<file path="config.mk">
export PLATFORM = sky130hd
export DESIGN_NAME = basilisc_mem_responder
export DESIGN_NICKNAME = d
export VERILOG_FILES = /design/src/rtl/basilisc_mem_responder.sv
export SDC_FILE = /design/constraint.sdc
export NUM_CORES = 1
export LEC_CHECK = 0
export ABC_AREA = 0
export ABC_CLOCK_PERIOD_IN_PS = 5360
export CAP_MARGIN = 15
export CELL_PAD_IN_SITES_DETAIL_PLACEMENT = 0
export CELL_PAD_IN_SITES_GLOBAL_PLACEMENT = 1
export CORE_MARGIN = 2
export CORE_UTILIZATION = 48
export CTS_CLUSTER_SIZE = 20
export DETAILED_ROUTE_END_ITERATION = 7
export GPL_TIMING_DRIVEN = 0
export PLACE_DENSITY_LB_ADDON = 0.1
export SLEW_MARGIN = 25
export SYNTH_ARGS = -nofsm -noshare
export SYNTH_HDL_FRONTEND = slang
export SYNTH_SLANG_ARGS = --single-unit
</file>
<file path="constraint.sdc">
create_clock -name clk -period 5.36 [get_ports clk]
set_input_delay 1.608 -clock clk [delete_from_list [all_inputs] [get_ports clk]]
set_output_delay 1.608 -clock clk [all_outputs]
set_load 0.01 [all_outputs]
</file>
<file path="src/rtl/basilisc_mem_responder.sv">
// Memory-side endpoint of the basilisc serial bus. It deserializes requests, strobes a single-port memory and serializes read data back.
// Define BASILISC_RESP_PARITY_EN to append a parity symbol after the response data.
module basilisc_mem_responder #(
    parameter int IO_BITS = 2
) (
    input  logic               clk,
    input  logic               rst_n,
    input  logic [IO_BITS-1:0] tx_pins,
    input  logic               tx_fetch,
    input  logic               tx_jump,
    output logic [IO_BITS-1:0] rx_pins,
    output logic [15:0]        mem_addr,
    output logic [15:0]        mem_wdata,
    output logic               mem_re,
    output logic               mem_we,
    input  logic [15:0]        mem_rdata,
    output logic               busy,
    output logic               proto_err
);
    localparam int N = 16 / IO_BITS;

    localparam logic [2:0] S_IDLE   = 3'd0;
    localparam logic [2:0] S_ADDR   = 3'd1;
    localparam logic [2:0] S_WDATA  = 3'd2;
    localparam logic [2:0] S_MEM_WR = 3'd3;
    localparam logic [2:0] S_MEM_RD = 3'd4;
    localparam logic [2:0] S_WAIT   = 3'd5;
    localparam logic [2:0] S_RESP   = 3'd6;

    localparam logic [4:0] SYM_LAST  = 5'(N - 1);
    localparam logic [4:0] DATA_LAST = 5'(N);
`ifdef BASILISC_RESP_PARITY_EN
    localparam logic [4:0] RESP_LAST = 5'(N + 1);
`else
    localparam logic [4:0] RESP_LAST = 5'(N);
`endif

    logic [2:0]  r_state;
    logic [4:0]  r_cnt;
    logic [15:0] r_sh;
    logic [15:0] r_wa;
    logic [15:0] r_data;
    logic [15:0] r_mem_addr;
    logic [15:0] r_mem_wdata;
    logic [15:0] r_fptr;
    logic        r_wr;
    logic        r_fetch;
    logic        r_perr;
`ifdef BASILISC_RESP_PARITY_EN
    logic        r_par;
`endif

    logic [15:0] w_sh_next;
    logic        w_tx_act;

    // Symbols enter at the top so the first (least significant) one ends at bit 0.
    assign w_sh_next = {tx_pins, r_sh[15:IO_BITS]};
    assign w_tx_act  = |tx_pins;

    always_ff @(posedge clk or negedge rst_n) begin
        if (!rst_n) begin
            r_state     <= S_IDLE;
            r_cnt       <= '0;
            r_sh        <= '0;
            r_wa        <= '0;
            r_data      <= '0;
            r_mem_addr  <= '0;
            r_mem_wdata <= '0;
            r_fptr      <= '0;
            r_wr        <= 1'b0;
            r_fetch     <= 1'b0;
`ifdef BASILISC_RESP_PARITY_EN
            r_par       <= 1'b0;
`endif
        end else begin
            case (r_state)
                S_IDLE: begin
                    r_cnt <= '0;
                    if (w_tx_act) begin
                        case (tx_pins[1:0])
                            2'd1: begin
                                r_wr    <= 1'b0;
                                r_fetch <= tx_fetch;
                                if (tx_fetch && !tx_jump) begin
                                    r_mem_addr <= r_fptr;
                                    r_state    <= S_MEM_RD;
                                end else begin
                                    r_state <= S_ADDR;
                                end
                            end
                            2'd2: begin
                                r_wr    <= 1'b1;
                                r_fetch <= 1'b0;
                                r_state <= S_ADDR;
                            end
                            default: r_state <= S_IDLE;
                        endcase
                    end
                end
                S_ADDR: begin
                    r_sh  <= w_sh_next;
                    r_cnt <= r_cnt + 5'd1;
                    if (r_cnt == SYM_LAST) begin
                        r_cnt <= '0;
                        if (r_wr) begin
                            r_wa    <= w_sh_next;
                            r_state <= S_WDATA;
                        end else begin
                            r_mem_addr <= w_sh_next;
                            r_state    <= S_MEM_RD;
                        end
                    end
                end
                S_WDATA: begin
                    r_sh  <= w_sh_next;
                    r_cnt <= r_cnt + 5'd1;
                    if (r_cnt == SYM_LAST) begin
                        r_cnt       <= '0;
                        r_mem_addr  <= r_wa;
                        r_mem_wdata <= w_sh_next;
                        r_state     <= S_MEM_WR;
                    end
                end
                S_MEM_WR: r_state <= S_IDLE;
                S_MEM_RD: begin
                    if (r_fetch) begin
                        r_fptr <= r_mem_addr + 16'd1;
                    end
                    r_state <= S_WAIT;
                end
                S_WAIT: begin
                    r_data  <= mem_rdata;
`ifdef BASILISC_RESP_PARITY_EN
                    r_par   <= ^mem_rdata;
`endif
                    r_cnt   <= '0;
                    r_state <= S_RESP;
                end
                S_RESP: begin
                    r_cnt <= r_cnt + 5'd1;
                    if (r_cnt != '0 && r_cnt <= DATA_LAST) begin
                        r_data <= r_data >> IO_BITS;
                    end
                    if (r_cnt == RESP_LAST) begin
                        r_cnt   <= '0;
                        r_state <= S_IDLE;
                    end
                end
                default: r_state <= S_IDLE;
            endcase
        end
    end

    // Stray symbols while the bus owes or performs an access are dropped but remembered.
    always_ff @(posedge clk or negedge rst_n) begin
        if (!rst_n) begin
            r_perr <= 1'b0;
        end else if (w_tx_act && (r_state == S_MEM_RD || r_state == S_WAIT ||
                                  r_state == S_RESP   || r_state == S_MEM_WR)) begin
            r_perr <= 1'b1;
        end
    end

    always_comb begin
        rx_pins = '0;
        if (r_state == S_RESP) begin
            if (r_cnt == '0) begin
                rx_pins = {{(IO_BITS-1){1'b0}}, 1'b1};
            end else if (r_cnt <= DATA_LAST) begin
                rx_pins = r_data[IO_BITS-1:0];
            end else begin
`ifdef BASILISC_RESP_PARITY_EN
                rx_pins = {{(IO_BITS-1){1'b0}}, r_par};
`else
                rx_pins = '0;
`endif
            end
        end
    end

    assign mem_addr  = r_mem_addr;
    assign mem_wdata = r_mem_wdata;
    assign mem_re    = (r_state == S_MEM_RD);
    assign mem_we    = (r_state == S_MEM_WR);
    assign busy      = (r_state != S_IDLE);
    assign proto_err = r_perr;
endmodule

</file>
**After elaboration in Yosys (flattened, before gate mapping)**

Index checks and enable logic that the tools add are counted.

- $add $sub $neg: 2
- Order comparisons: 1
- Reductions and logical operators: 25
- Eq/ne operators: 18
- Multiplexer cells: 25

Operators with widths:

| operator | number |
|---|---|
| $mux W16 | 7 |
| $pmux W16 S3 | 1 |
| $pmux W16 S2 | 1 |
| $mux W3 | 6 |
| $pmux W3 S6 | 1 |
| $add A16 B1 Y16 const B | 1 |
| $pmux W5 S3 | 1 |
| $ne A2 B2 Y1 const B | 7 |
| $mux W5 | 2 |
| $eq A3 B3 Y1 const B | 3 |
| $reduce_bool A3 Y1 | 3 |
| $reduce_and A7 Y1 | 1 |
| $eq A3 B2 Y1 const B | 2 |
| $mux W2 | 3 |
| $pmux W3 S2 | 1 |
| $reduce_and A2 Y1 | 3 |
| $reduce_and A3 Y1 | 2 |
| $reduce_or A2 Y1 | 3 |
| $add A5 B1 Y5 const B | 1 |
| $eq A5 B3 Y1 const B | 1 |
| $eq A5 B4 Y1 const B | 1 |
| $le A5 B4 Y1 const B | 1 |
| $logic_not A5 Y1 | 1 |
| $reduce_bool A5 Y1 | 1 |
| 11 further kinds | 17 |

- Input bits: 22
- Output and inout bits: 38
- Bits in registers: 107

**Logic depth before layout (Yosys ltp)**

Gate-level depths: netlist (run 1).

- Depth after elaboration: 6
- Mapped depth: 8
- Mapped depth without buffers: 6

**Least setup slack after synthesis (run 1)**

Ideal clock, no wire load.

- Kind: flip-flop to output port
- Start: register r_cnt[0]
- End: output port rx_pins[0]
- Buffers on the path: 0
- Cell stages (with the launch flop): 6
- Required time: 3.752 ns
- Setup slack: 2.428 ns
- Arrival time: 1.324 ns
- Cells stage by stage: dfrtp_1 inv_1 ha_1 nand2b_4 maj3_1 nor3_1

- Longest elaborated chain between the ends: 4

Ends and longest elaborated chain:

| what | RTL line | source |
|---|---|---|
| start: declaration | 39 | `logic [4:0] r_cnt;` |
| start signal: assignment | 102 | `r_cnt <= r_cnt + 5'd1;` |
| start signal: assignment | 116 | `r_cnt <= r_cnt + 5'd1;` |
| start signal: assignment | 140 | `r_cnt <= r_cnt + 5'd1;` |
| $le A5 B4 Y1 | 169 | `end else if (r_cnt <= DATA_LAST) begin` |
| $mux W2 | 169 |  |
| $mux W2 * | 167 | `if (r_cnt == '0) begin` |
| $mux W2 * | 166 | `if (r_state == S_RESP) begin` |
| end: declaration | 11 | `output logic [IO_BITS-1:0] rx_pins,` |

Every way passes the cells marked *; elsewhere a longest branch is shown, timed or not.

**Worst setup path after layout (run 1)**

- Start: register r_state[2]
- End: output port mem_we

- Longest elaborated chain between the ends: 1

Ends and longest elaborated chain:

| what | RTL line | source |
|---|---|---|
| start: declaration | 38 | `logic [2:0] r_state;` |
| start signal: assignment | 62 | `r_state <= S_IDLE;` |
| start signal: assignment | 86 | `r_state <= S_MEM_RD;` |
| start signal: assignment | 88 | `r_state <= S_ADDR;` |
| $eq A3 B2 Y1 | 184 | `assign mem_we = (r_state == S_MEM_WR);` |
| end: declaration | 15 | `output logic mem_we,` |

No other way between the ends.

==> metrics.md, run 1 <==
| Metric | Value |
|---|---|
| Measured slew at the worst slew-check pin | 0.570 ns |
| Vias in the first global route | 3,765 |
| # nets final | 569 |
| Cts hold-fix bufs | 0 |
| # diodes | 0 |
| Reg-to-reg endpoint | r_data[8] |
| Top cell type's share of synthesized area | 50.1% |
| Layout area overhead | 19.4% |
| CTS Sinks | 105 |
| Max cap viols | 0 |
| Layout Skew | 0.0153 ns |
| Flip-flop and latch area | 2630 um2 |
| Overall routing resource usage | 20.8% |
| Power per cell area | 507 nW/um2 |
| Fmax | 0.248 GHz |
| CTS tree | done |
| Port buffer count | 59 |
| Initial antenna violation count | 0 |
| Post-Syn Area | 5250 um2 |
| Finished Cell Area | 6270 um2 |
| Main area contributors after synthesis | dfrtp_1, mux2_2, mux2_1 |
| Number of synthesis warnings | 0 |
| Ys flop type | dfrtp_1 |
| Root buffer cell | clkbuf_8 |
| Tcrit/Tclk final | 75.3% |
| Via/cell ratio | 5.50 |
| RSZ-0062 raised after global routing | false |
| H-tree Lvls | 3 |
| Critical path arrival | 2.43 ns |
| CTS buffer count | 9 |
| Core Region | 10,700 um2 |
| Pre-CTS setup slack | 1.64 ns |
| Syn_nets | 498 |
| Critical setup path kind | reg2out |
| Reg clk slew, reported paths | 0.12 ns |
| Internal reg-to-reg setup slack | 3.33 ns |
| Post-CTS sizing | 0 |
| Crit. End Element | output pin |
| CP startpoint kind | register |
| GRT overflow | 0 |
| Min-delay src | proto_err |
| Status | finished clean |
| Gpl congestion | 0.793 |
| Mean post-synth cell area | 11.2 um2 |
| Post-CTS setup repair buffer count | 0 |
| Worst Setup SP | r_state[2] |
| Slew HR | 62.0% |
| Leak Pwr | 2.77 nW |
| #FFs+latches synth | 105 |
| Iteration-0 DRC Markers | 183 |
| Synth Instances | 469 |
| Die area | 11,800 um2 |
| Fin. Hold Viols | 0 |
| Post-synth EDFFs | 0 |
| Register area share after synthesis | 50.1% |
| Critical Path RT | 3.75 ns |
| Synth area leader | dfrtp_1 |
| # IOs | 60 |
| Starting Density | 48.8% |
| Layout cell share with drive strength beyond 1 | 16.7% |
| Endpoints failing setup | 0 |
| Minimum clock period after layout | 4.03 ns |
| Critical path endpoint | mem_we |
| Initial DRT Pass Iterations | 4 |
| Cell row count | 38 |
| Worst reg2reg startpoint | r_cnt[0] |
| Final WS setup | 1.33 ns |
| Routed WL | 11.4 mm |
| Pins Over Slew Limit | 0 |
| Synth cell types | 58 |
| Crit Path Max Fanout | 10 |
| Skew-Pair Late Insertion Delay | 0.37 ns |
| DP HPWL | 8.26 mm |
| Via count | 3,766 |
| Reg2reg path depth | 7 |
| Die height | 109 um |
| Deepest clock path buffer count | 2 |
| Synth async-reset ratio | 100% |
| Worst hold path class | reg2reg |
| Peak supply drop | 294 uV |
| Area occupied by multi-input gates | 2340 um2 |
| Routed WL per cell | 16.7 um |
| Placed Area | 6040 um2 |
| Largest net degree at the start of global routing | 71 |
| First-pass GRT wire length | 19.0 mm |
| Remaining antenna violation count | 0 |
| Die X | 109 um |
| Residual DRC | 0 |
| # fillers | 969 |
-- cells in the final DEF (no fill, tap or decap), types with 4 or more instances in the layout --
| cell type | n |
|---|---|
| a21oi_1 | 22 |
| clkbuf_8 | 9 |
| dfrtp_1 | 105 |
| buf_6 | 4 |
| nor4_1 | 8 |
| mux2_2 | 39 |
| o22a_1 | 14 |
| o21ai_0 | 12 |
| nand2b_1 | 8 |
| mux2i_1 | 19 |
| clkdlybuf4s50_1 | 58 |
| ha_1 | 7 |
| buf_2 | 12 |
| xnor2_1 | 16 |
| o22ai_1 | 15 |
| clkbuf_1 | 7 |
| nand4_1 | 6 |
| nand2_1 | 53 |
| buf_4 | 4 |
| mux2_1 | 19 |
| nor2_1 | 21 |
| nor3_1 | 7 |
| inv_1 | 26 |
| nand3_1 | 5 |
-- where the power goes --
group	internal, mW	switching (mW)	total, mW	leakage (nW)
Sequential	1.05	0.215	1.26	1.34
Combinational	0.658	0.720	1.38	1.32
Clock	0.232	0.307	0.539	0.112
-- cells by family (layout without fill, tap and decap cells) --
group,count (synthesis),count (layout),share of synthesized area [%]
and+or+nand+nor,125,125,13.0
muxes,77,77,16.1
buffers and inverters,55,131,5.25
adders and majority gates,8,8,1.86
DFF,105,105,50.1
AOI/OAI and AO/OA,82,82,10.9
xor gates and xnor gates,17,17,2.84
-- critical path: stages, from the launching register on --
cell and delay, ns:
dfrtp_1 0.34, buf_4 0.22, buf_1 0.39, clkbuf_1 0.50
nor2_1 0.10, clkdlybuf4s50_1 0.49
-- metal layers --
layer  up-vias  part of all wire [%]  GRT usage [%]
met4         0                   1.1           5.68
met3        12                   2.5           2.41
li1       1786                     -              -
met1      1899                    46           28.4
met5         -                     0              0
met2        69                    50           35.2
-- flip-flops by register name, summed over array words and instances, names as in the netlist --
signal     count
mem_wdata     16
r_fptr        16
proto_err      1
r_fetch        1
r_sh          14
r_data        16
r_state        3
r_cnt          5
r_wr           1
mem_addr      16
r_wa          16
-- worst min-delay path by stage --
stage	depth (start not counted)	to
2_1_floorplan	2	r_fetch
3_3_place_gp	1	proto_err
3_5_place_dp	1	proto_err
4_1_cts	1	proto_err
5_1_grt	1	proto_err
6_report	1	proto_err
-- layout make-up --
| class | instances | area share [%] |
|---|---|---|
| Clock inverter | 7 | 1.60 |
| Sequential cell | 105 | 41.9 |
| Timing Repair Buffer | 60 | 9.88 |
| Inverter | 26 | 1.56 |
| Tap cell | 140 | 2.80 |
| Multi-Input combinational cell | 309 | 37.4 |
| Clock buffer | 9 | 1.98 |
| Buffer | 29 | 2.84 |
-- synthesized netlist by cell type (all sizes together) (2+ instances only) --
cell	number
ha	7
inv	26
mux2i	19
o22a	14
a21o	2
and4bb	2
nand2b	9
and2b	2
nor2b	2
dfrtp	105
nor3	8
o21ai	12
o22ai	15
clkbuf	7
xnor2	16
o221ai	2
nand4	6
buf	22
nand2	54
mux2	58
nor4	8
nand4bb	2
nand3	6
a221oi	3
a21oi	23
nor2	22
-- through the flow --
step           hold WS, ns  TNS (ns)  std cells  total power [mW]  util (%)
5_1_grt              0.495         0        685              3.41      58.3
4_1_cts              0.481         0        685              3.21      58.3
3_5_place_dp         0.452         0        669              2.67      56.2
3_3_place_gp         0.444   -144.29        668              2.63      56.0
2_1_floorplan        0.442         0        469              2.19         -
6_report             0.476         0        685              3.18      58.3
(Power assumes the default switching activity.)
==> run 2, diff against run 1 <==
--- a/config.mk
+++ b/config.mk
@@ -6,12 +6,12 @@
 export NUM_CORES = 1
 export LEC_CHECK = 0
 export ABC_AREA = 0
-export ABC_CLOCK_PERIOD_IN_PS = 5360
+export ABC_CLOCK_PERIOD_IN_PS = 3500
 export CAP_MARGIN = 15
 export CELL_PAD_IN_SITES_DETAIL_PLACEMENT = 0
 export CELL_PAD_IN_SITES_GLOBAL_PLACEMENT = 1
 export CORE_MARGIN = 2
-export CORE_UTILIZATION = 48
+export CORE_UTILIZATION = 41
 export CTS_CLUSTER_SIZE = 20
 export DETAILED_ROUTE_END_ITERATION = 7
 export GPL_TIMING_DRIVEN = 0
==> constraint.sdc (replaced) <==
create_clock -name clk -period 3.5 [get_ports clk]
set_input_delay 1.05 -clock clk [delete_from_list [all_inputs] [get_ports clk]]
set_output_delay 1.05 -clock clk [all_outputs]
set_load 0.01 [all_outputs]
==> run 2 against run 1 <==
Compared with the run above:
- sequential power up 53%
- critical path depth did not move
- wire length up 3.4%
- combinational power grew 54%
- non-clock buffer count unchanged
- register-to-register slack worse by 1.9 ns
- highest routed layer unchanged
- first-iteration DRC count shrank 16%
- largest power group unchanged
- clock power grew 95%
==> metrics.md, run 2 (same netlist as run 1, synthesis figures left out) <==
| Metric | Value |
|---|---|
| GRT overflow | 0 |
| First-pass GRT wire length | 19.3 mm |
| Crit. End Element | output pin |
| CP startpoint kind | register |
| Initial DRT Pass Iterations | 4 |
| Crit Path Max Fanout | 10 |
| Placed cell count | 701 |
| Finished Layout Cells | 717 |
| Fmax | 0.309 GHz |
| Residual DRC | 0 |
| Measured slew at the worst slew-check pin | 0.545 ns |
| Root buffer cell | clkbuf_16 |
| Cts hold-fix bufs | 0 |
| Power per cell area | 799 nW/um2 |
| Layout cell share with drive strength beyond 1 | 16.9% |
| Layout area overhead | 21.9% |
| Deepest clock path buffer count | 2 |
| Total Power | 5.11 mW |
| Remaining antenna violation count | 0 |
| Pins Over Slew Limit | 0 |
| DP HPWL | 8.61 mm |
| Port buffer count | 59 |
| # nets final | 569 |
| # IOs | 60 |
| Cell row count | 41 |
| Cell family with most CP delay | buffers and inverters |
| Die X | 117 um |
| # fillers | 1,183 |
| Minimum clock period after layout | 3.24 ns |
| Core Region | 12,600 um2 |
| Die area | 13,700 um2 |
| Post-Route Utilization | 50.9% |
| Via/cell ratio | 5.09 |
| Critical path arrival | 2.19 ns |
| Worst hold path class | reg2reg |
| Reg clk slew, reported paths | 0.07 ns |
| Endpoints failing setup | 0 |
| RSZ-0062 raised after global routing | false |
| Tcrit/Tclk final | 92.5% |
| Peak supply drop | 324 uV |
| Critical Path RT | 2.45 ns |
| Most frequent cells in the layout | dfrtp_1, clkdlybuf4s50_1, nand2_1 |
| Die height | 117 um |
| Max cap viols | 0 |
| CTS buffer count | 9 |
| Leak Pwr | 2.82 nW |
| Slew HR | 63.6% |
| Starting Density | 41.8% |
| CP max stage cell | clkdlybuf4s50_1 |
| Largest net degree at the start of global routing | 56 |
| Routed WL per cell | 16.5 um |
| Skew-Pair Late Insertion Delay | 0.35 ns |
| Initial antenna violation count | 0 |
| Setup TNS | 0 ns |
| Critical setup path kind | reg2out |
| Overall routing resource usage | 18.5% |
| Routed WL | 11.8 mm |
| Iteration-0 DRC Markers | 154 |
| Fin. Hold Viols | 0 |
| Layout Skew | 0.00584 ns |
| Bufs and invs on worst path | 4 |
| CTS tree | done |
| Status | finished clean |
| CTS Sinks | 105 |
| Vias in the first global route | 3,731 |
| Commonest non-fill, non-tap cell in the layout | dfrtp_1 |
| Gpl congestion | 0.773 |
| # diodes | 0 |
| Critical Path Max Stage Delay | 0.48 ns |
| H-tree Lvls | 3 |
| Cells along the critical path | buf_4 > buf_1 > clkbuf_2 > nor2_1 > clkdlybuf4s50_1 |
| Via count | 3,647 |
-- run 2: layer usage --
| layer | vias to the layer above | routed length (um) | GRT usage, % |
|---|---|---|---|
| li1 | 1794 | - | - |
| met1 | 1782 | 5470 | 24.7 |
| met2 | 59 | 5780 | 31.0 |
| met3 | 12 | 391 | 2.73 |
| met4 | 0 | 172 | 6.12 |
| met5 | - | 0 | 0 |
-- run 2: power breakdown --
part,switching [mW],internal [mW]
combinational,1.12,1.01
sequential,0.324,1.61
clock,0.454,0.599
-- run 2: cell type report --
cell class | instances | area (um2) | area share [%]
timing repair buffer | 60 | 619 | 9.68
multi-input combinational | 309 | 2340 | 36.6
clock buffer | 11 | 253 | 3.95
inverter | 26 | 97.6 | 1.53
tap | 172 | 215 | 3.36
sequential | 105 | 2630 | 41.1
clock inverter | 5 | 62.6 | 0.978
buffer | 29 | 179 | 2.80
-- run 2: worst reg2reg max path, cell delays in order, from the launching register on --
cell and delay, ns:
dfrtp_1 0.41, inv_1 0.09, ha_1 0.21, nand2b_4 0.07
xnor2_1 0.18, o31ai_4 0.42, buf_6 0.22, mux2_1 0.33
-- run 2: final timing paths --
kind                                 start          to  slack (ns)  cells past startpoint
max in group asynchronous            rst_n     r_wa[1]        2.23                      2
worst max-delay path            r_state[2]      mem_we        0.26                      5
worst min register to register   proto_err   proto_err        0.46                      1
worst max register to register    r_cnt[0]  r_data[13]        1.45                      7
min in group asynchronous            rst_n    r_cnt[0]        0.64                      1
worst min-delay path             proto_err   proto_err        0.46                      1
-- run 2: timing repair --
item | 4_1_cts | 5_1_grt
setup buffers | 0 | 0
gates resized for setup | 0 | 2
setup endpoints to repair | 0 | 1
endpoints found under the hold margin | 0 | 0
-- run 2: metrics by stage --
| step | cell area, um2 | hold WS [ns] | setup slack, ns |
|---|---|---|---|
| after floorplan | 5250 | 0.442 | 1.13 |
| after global placement | 6050 | 0.445 | -2.73 |
| after detailed placement | 6080 | 0.447 | 0.368 |
| after CTS | 6400 | 0.463 | 0.0160 |
| after global routing | 6400 | 0.494 | 0.126 |
| final | 6400 | 0.456 | 0.264 |
==> RTL change 1, RTL diff (config.mk and constraints of run 2) <==
Build with the macro `BASILISC_RESP_PARITY_EN` defined.
--- a/src/rtl/basilisc_mem_responder.sv
+++ b/src/rtl/basilisc_mem_responder.sv
@@ -1,5 +1,7 @@
 // Memory-side endpoint of the basilisc serial bus. It deserializes requests, strobes a single-port memory and serializes read data back.
 // Define BASILISC_RESP_PARITY_EN to append a parity symbol after the response data.
+`define BASILISC_RESP_PARITY_EN
+
 module basilisc_mem_responder #(
     parameter int IO_BITS = 2
 ) (
Function: no difference found for any inputs over 10 cycles, from zero or initial values and one cycle with rst_n low; that may be too few to reach the edited logic, so the function may still have changed.
==> RTL change 1 against run 2 <==
Worst setup slack lost 0.11 ns; combinational power grew 2%; critical endpoint is now rx_pins[0]; area after synthesis grew 5.2%; fmax shrank 3.3%; highest routed layer unchanged; routed wire length grew 12%; total power grew 2.4%; via count grew 12%; die area grew 5.1%; final area grew 4.3%; sequential cell count grew 1.
==> RTL change 1: results (changes against run 2) <==
Slew headroom -> 46.39% (-17 points)
Place WS -> 0.3295 ns (-0.03817 ns)
Global-route usage over all layers -> 19.60% (+1.1 points)
Setup crit start -> r_state[0]
Cells after DPL -> 764 (+9.0%)
Fillers -> 1251 (+5.7%)
Invs w/o clock -> 8 (-69%)
Fraction of area in multi-input gates -> 40.41% (+3.8 points)
Worst Clk Skew -> 0.01064 ns (+0.004805 ns)
Status -> finished, final reports clean
Clock-net power -> 1030 uW
Mux cell area share after synthesis -> 15.90% (-0.17 points)
Slowest stage delay, CP -> 0.56 ns (+0.08 ns)
Clk sink count -> 106 (+0.95%)
Ranking of synthesized cells by area -> dfrtp_1 (48%), mux2_2 (7.7%), mux2i_1 (5.4%), o21ai_0 (4.3%), nand2_1 (4.2%)
Xor and xnor area share after synthesis -> 4.916% (+2.1 points)
Compound-gate portion of the synthesized area -> 13.57% (+2.7 points)
Final wirelength -> 13.22 mm (+12%)
Multi-In Gates -> 385 (+25%)
WP data arrival -> 2.30 ns (+0.11 ns)
Via count -> 4085 (+12%)
Sequential-to-total area share from yosys stat -> 48.03% (-2.0 points)
H-tree depth -> 3 (unchanged)
Post-DP HPWL -> 9.842 mm (+14%)
Top delay family on crit path -> buffers and inverters
Post-synth top flop -> dfrtp_1
Final Net Count -> 629 (+11%)
Syn_area_per_cell -> 10.46 um2 (-6.5%)
Clock-cell share of area -> 4.538% (-0.39 points)
Signal buffers -> 89 (unchanged)
Non-Clock Buffer Area Fraction -> 11.55% (-0.92 points)
Seq power -> 2040 uW (+6%)
Fraction of area in registers -> 39.75% (-1.3 points)
Largest net degree at the start of global routing -> 73 (+30%)
Initial DRC count -> 184 (+19%)
Most common library cells after synthesis -> dfrtp_1 (106), nand2_1 (62), o21ai_0 (48), mux2_2 (38), a21oi_1 (31)
RR Startpoint -> r_cnt[1]
Cell variety after synth -> 49 (-16%)
Synthesized-area fraction occupied by adder cells -> 1.994% (+0.13 points)
Hold_sp -> r_data[1]
GP Congestion -> 0.8336 (+7.9%)
Peak VDD IR -> 0.2535 mV (-22%)
Clock slew at reported path FFs -> 0.07 ns (about the same)
Final setup fails -> 0 (unchanged)
Layout cells sized above 1 -> 14.40% (-2.5 points)
Pleak -> 0.002919 uW (+3.6%)
Clock buffers -> 10 (-1)
First-pass GRT wire length -> 21.84 mm (+13%)
Setup bufs post-CTS -> 0 (unchanged)
Syn_nets -> 558 (+12%)
Psw -> 2148 uW (+13%)
Router iterations before antenna repair -> 4 (unchanged)
Final std cells w/o fill -> 780 (+8.8%)
==> RTL change 1: worst paths after layout <==
kind / to / slack [ns] / depth (start not counted)
min in group asynchronous: mem_addr[2] / 0.57 / 1
worst max register to register: mem_wdata[15] / 1.20 / 7
worst max-delay path: rx_pins[0] / 0.15 / 5
worst min-delay path: r_data[1] / 0.48 / 2
max in group asynchronous: r_cnt[4] / 2.25 / 2
worst min register to register: r_data[1] / 0.48 / 2
==> RTL change 1: stage by stage <==
step           total power (uW)  area, um2  TNS, ns  util (%)
6_report                   5234       6673        0     50.59
4_1_cts                    5272       6665        0     50.53
2_1_floorplan              3435       5523        0         -
3_5_place_dp               4222       6362        0     48.24
5_1_grt                    5656       6673        0     50.59
3_3_place_gp               4174       6334  -285.91     48.02
==> RTL change 1: layer usage <==
metal	track usage, %	routed length (um)
met1	29.50	6842
met2	28.62	5717
met3	3.089	480
met4	6.618	178
met5	0	0
==> RTL change 2, RTL diff (settings of run 2) <==
Made on the original files. Add an input register stage for `tx_pins`, `tx_fetch` and `tx_jump`, cleared by the reset; this delays them by one clock. The other inputs are not delayed to match.
--- a/src/rtl/basilisc_mem_responder.sv
+++ b/src/rtl/basilisc_mem_responder.sv
@@ -29,6 +29,22 @@
 
     localparam logic [4:0] SYM_LAST  = 5'(N - 1);
     localparam logic [4:0] DATA_LAST = 5'(N);
+
+    logic [IO_BITS-1:0] tx_pins_q;
+    logic tx_fetch_q;
+    logic tx_jump_q;
+
+    always_ff @(posedge clk or negedge rst_n) begin
+        if (!rst_n) begin
+            tx_pins_q  <= '0;
+            tx_fetch_q <= '0;
+            tx_jump_q  <= '0;
+        end else begin
+            tx_pins_q  <= tx_pins;
+            tx_fetch_q <= tx_fetch;
+            tx_jump_q  <= tx_jump;
+        end
+    end
 `ifdef BASILISC_RESP_PARITY_EN
     localparam logic [4:0] RESP_LAST = 5'(N + 1);
 `else
@@ -54,8 +70,8 @@
     logic        w_tx_act;
 
     // Symbols enter at the top so the first (least significant) one ends at bit 0.
-    assign w_sh_next = {tx_pins, r_sh[15:IO_BITS]};
-    assign w_tx_act  = |tx_pins;
+    assign w_sh_next = {tx_pins_q, r_sh[15:IO_BITS]};
+    assign w_tx_act  = |tx_pins_q;
 
     always_ff @(posedge clk or negedge rst_n) begin
         if (!rst_n) begin
@@ -77,11 +93,11 @@
                 S_IDLE: begin
                     r_cnt <= '0;
                     if (w_tx_act) begin
-                        case (tx_pins[1:0])
+                        case (tx_pins_q[1:0])
                             2'd1: begin
                                 r_wr    <= 1'b0;
-                                r_fetch <= tx_fetch;
-                                if (tx_fetch && !tx_jump) begin
+                                r_fetch <= tx_fetch_q;
+                                if (tx_fetch_q && !tx_jump_q) begin
                                     r_mem_addr <= r_fptr;
                                     r_state    <= S_MEM_RD;
                                 end else begin
Function: changed (a bounded check fails within 4 cycles, from zero or initial values and one cycle with rst_n low).
==> RTL change 2 against run 2 <==
Routed wire length grew 6.5%; area after synthesis shrank 2.1%; count of clock-buffer cells in the layout shrank 2; sequential cell count grew 4; sequential share of layout area grew 2.1 points; worst setup slack lost 0.081 ns; largest cell class unchanged; total power grew 9.8%; largest power group unchanged; final area shrank 1.2%.
==> RTL change 2: results (changes against run 2) <==
Synth async-reset ratio -> 100.0% (unchanged)
Worst reg2reg endpoint -> mem_addr[12]
WP data arrival -> 2.27 ns (+0.08 ns)
Global routing usage on met2 -> 29.36% (-1.6 points)
First-pass GRT wire length -> 20.31 mm (+5.5%)
Post-DP HPWL -> 8.674 mm (+0.70%)
Antenna violations before repair -> 0 (unchanged)
Hold crit path type -> flip-flop to flip-flop
Skew-Pair Late Insertion Delay -> 0.36 ns
H-tree depth -> 3 (unchanged)
Worst-Margin Slew -> 0.7041 ns (+0.1588 ns)
Setup bufs post-CTS -> 0 (unchanged)
Hold depth -> 1 (unchanged)
Critical Path Slowest Stage Cell -> clkdlybuf4s50_1
Grt met3 use -> 5.021% (+2.3 points)
Router iterations before antenna repair -> 4 (unchanged)
Number of global-route vias before repair -> 3889 (+4.2%)
R2R Setup Slk -> 1.01 ns (-0.44 ns)
Global-route usage over all layers -> 19.58% (+1.1 points)
Number of buffers added on ports -> 59 (unchanged)
Final Net Count -> 566 (-0.53%)
Grt met1 use -> 28.03% (+3.4 points)
WHS -> 0.4830 ns (+0.02731 ns)
CTS Buf Count -> 9 (unchanged)
Ranking of synthesized cells by area -> dfrtp_1 (53%), mux2_2 (8.1%), a21oi_1 (3.7%), mux2i_1 (3.1%), nand2_1 (2.8%)
Worst-case clock buffer depth -> 2 (unchanged)
Worst Clk Skew -> 0.009958 ns (+0.004121 ns)
Sequential-to-total area share from yosys stat -> 53.09% (+3.0 points)
Status -> finished, final reports clean
Post-CTS sizing -> 5 (+5)
Hold_sp -> r_data[15]
Clock slew at reported path FFs -> 0.07 ns (about the same)
FF-to-FF path depth -> 8 (+1)
Ant diodes -> 0 (unchanged)
Slowest stage delay, CP -> 0.59 ns (+0.11 ns)
GP Congestion -> 0.7888 (+2.1%)
Yosys warns -> 0 (unchanged)
Largest net degree at the start of global routing -> 73 (+30%)
RR Startpoint -> r_cnt[1]
Most common library cells after synthesis -> dfrtp_1 (109), nand2_1 (39), a21oi_1 (38), mux2_2 (37), nor2_1 (30)
WHS Endpoint -> r_data[15]
Layout cells sized above 1 -> 14.18% (-2.7 points)
Crit Path Max Fanout -> 15 (+5)
Count leader, synth -> dfrtp_1
Via-to-Cell Ratio -> 5.454 (+7.2%)
Peak VDD IR -> 0.5953 mV (+84%)
Cell variety after synth -> 49 (-16%)
Initial DRC count -> 182 (+18%)
Sw Ratio -> 37.68% (+0.62 points)
WL per Instance -> 17.69 um (+7.4%)
Pleak -> 0.002795 uW (-0.83%)
CTS root buf -> clkbuf_16
-- RTL change 2: cell types whose count changed in the layout (fill, tap and decap cells not counted), sizes merged, moves of 5 or more --
cell    delta
inv       -17
a21oi     +15
nand2     -15
o21ai     +15
mux2      -13
a31oi     +11
buf       -11
clkbuf    +11
nor2       +8
xor2       +7
nor4       -6
xnor2      -6
nor3       -5
-- RTL change 2: cell type report --
class	count	area (um2)
Fill cell	1110	5788
Sequential cell	109	2730
Multi-Input combinational cell	318	2226
Timing Repair Buffer	60	619.3
Clock buffer	9	225.2
Tap cell	168	210.2
Buffer	31	157.7
Clock inverter	7	121.4
Inverter	9	33.78
-- RTL change 2: worst max path at each step --
stage,startpoint,endpoint,slack (ns),cells after the start
6_report,r_state[0],rx_pins[1],0.18,5
3_5_place_dp,r_state[0],rx_pins[1],-0.03,6
4_1_cts,r_state[0],rx_pins[1],0.04,5
2_1_floorplan,r_state[0],rx_pins[1],0.74,5
3_3_place_gp,rst_n,mem_addr[9],-2.90,1
5_1_grt,r_state[0],rx_pins[1],0.05,5
-- RTL change 2: power groups by stage --
stage                     combinational [uW]  sequential (uW)  clock (uW)
after floorplan                         1490             2070           0
after global placement                  2290             2110           0
after detailed placement                2310             2130           0
after CTS                               2280             2150        1210
after global routing                    2510             2230        1250
final                                   2280             2160        1170
-- RTL change 2: cells by family after synthesis --
family / count (synthesis) / synth area share, %
compound gates: 124 / 14.86
flops: 109 / 53.09
simple gates: 108 / 10.03
mux: 61 / 13.42
buf+inv: 43 / 3.872
xor+xnor: 18 / 3.069
fa+ha+maj: 7 / 1.656
-- RTL change 2: per-stage QoR --
stage | worst slack [ns] | std cells | instance area (um2) | power (uW) | setup TNS (ns)
after floorplan | 0.7355 | 470 | 5137 | 3556 | 0
after global placement | -2.901 | 697 | 5938 | 4401 | -315.13
after detailed placement | -0.02759 | 698 | 5967 | 4445 | -0.02759
after CTS | 0.03585 | 711 | 6312 | 5639 | 0
after global routing | 0.05011 | 711 | 6324 | 5983 | 0
final | 0.1826 | 711 | 6324 | 5612 | 0
-- RTL change 2: worst register-to-register path, cell delays in order, from the launching register on --
cell and delay, ns:
dfrtp_1 0.42, ha_1 0.28, nor4bb_1 0.34, buf_4 0.22, nor3b_1 0.19, o221ai_1 0.29
clkbuf_1 0.36, nand2_1 0.14, o21ai_0 0.11
-- RTL change 2: routing by layer --
layer | vias to the layer above | share of wire, %
met1 | 1949 | 50
met3 | 14 | 4.7
li1 | 1817 | -
met5 | - | 0
met4 | 0 | 1.4
met2 | 98 | 44
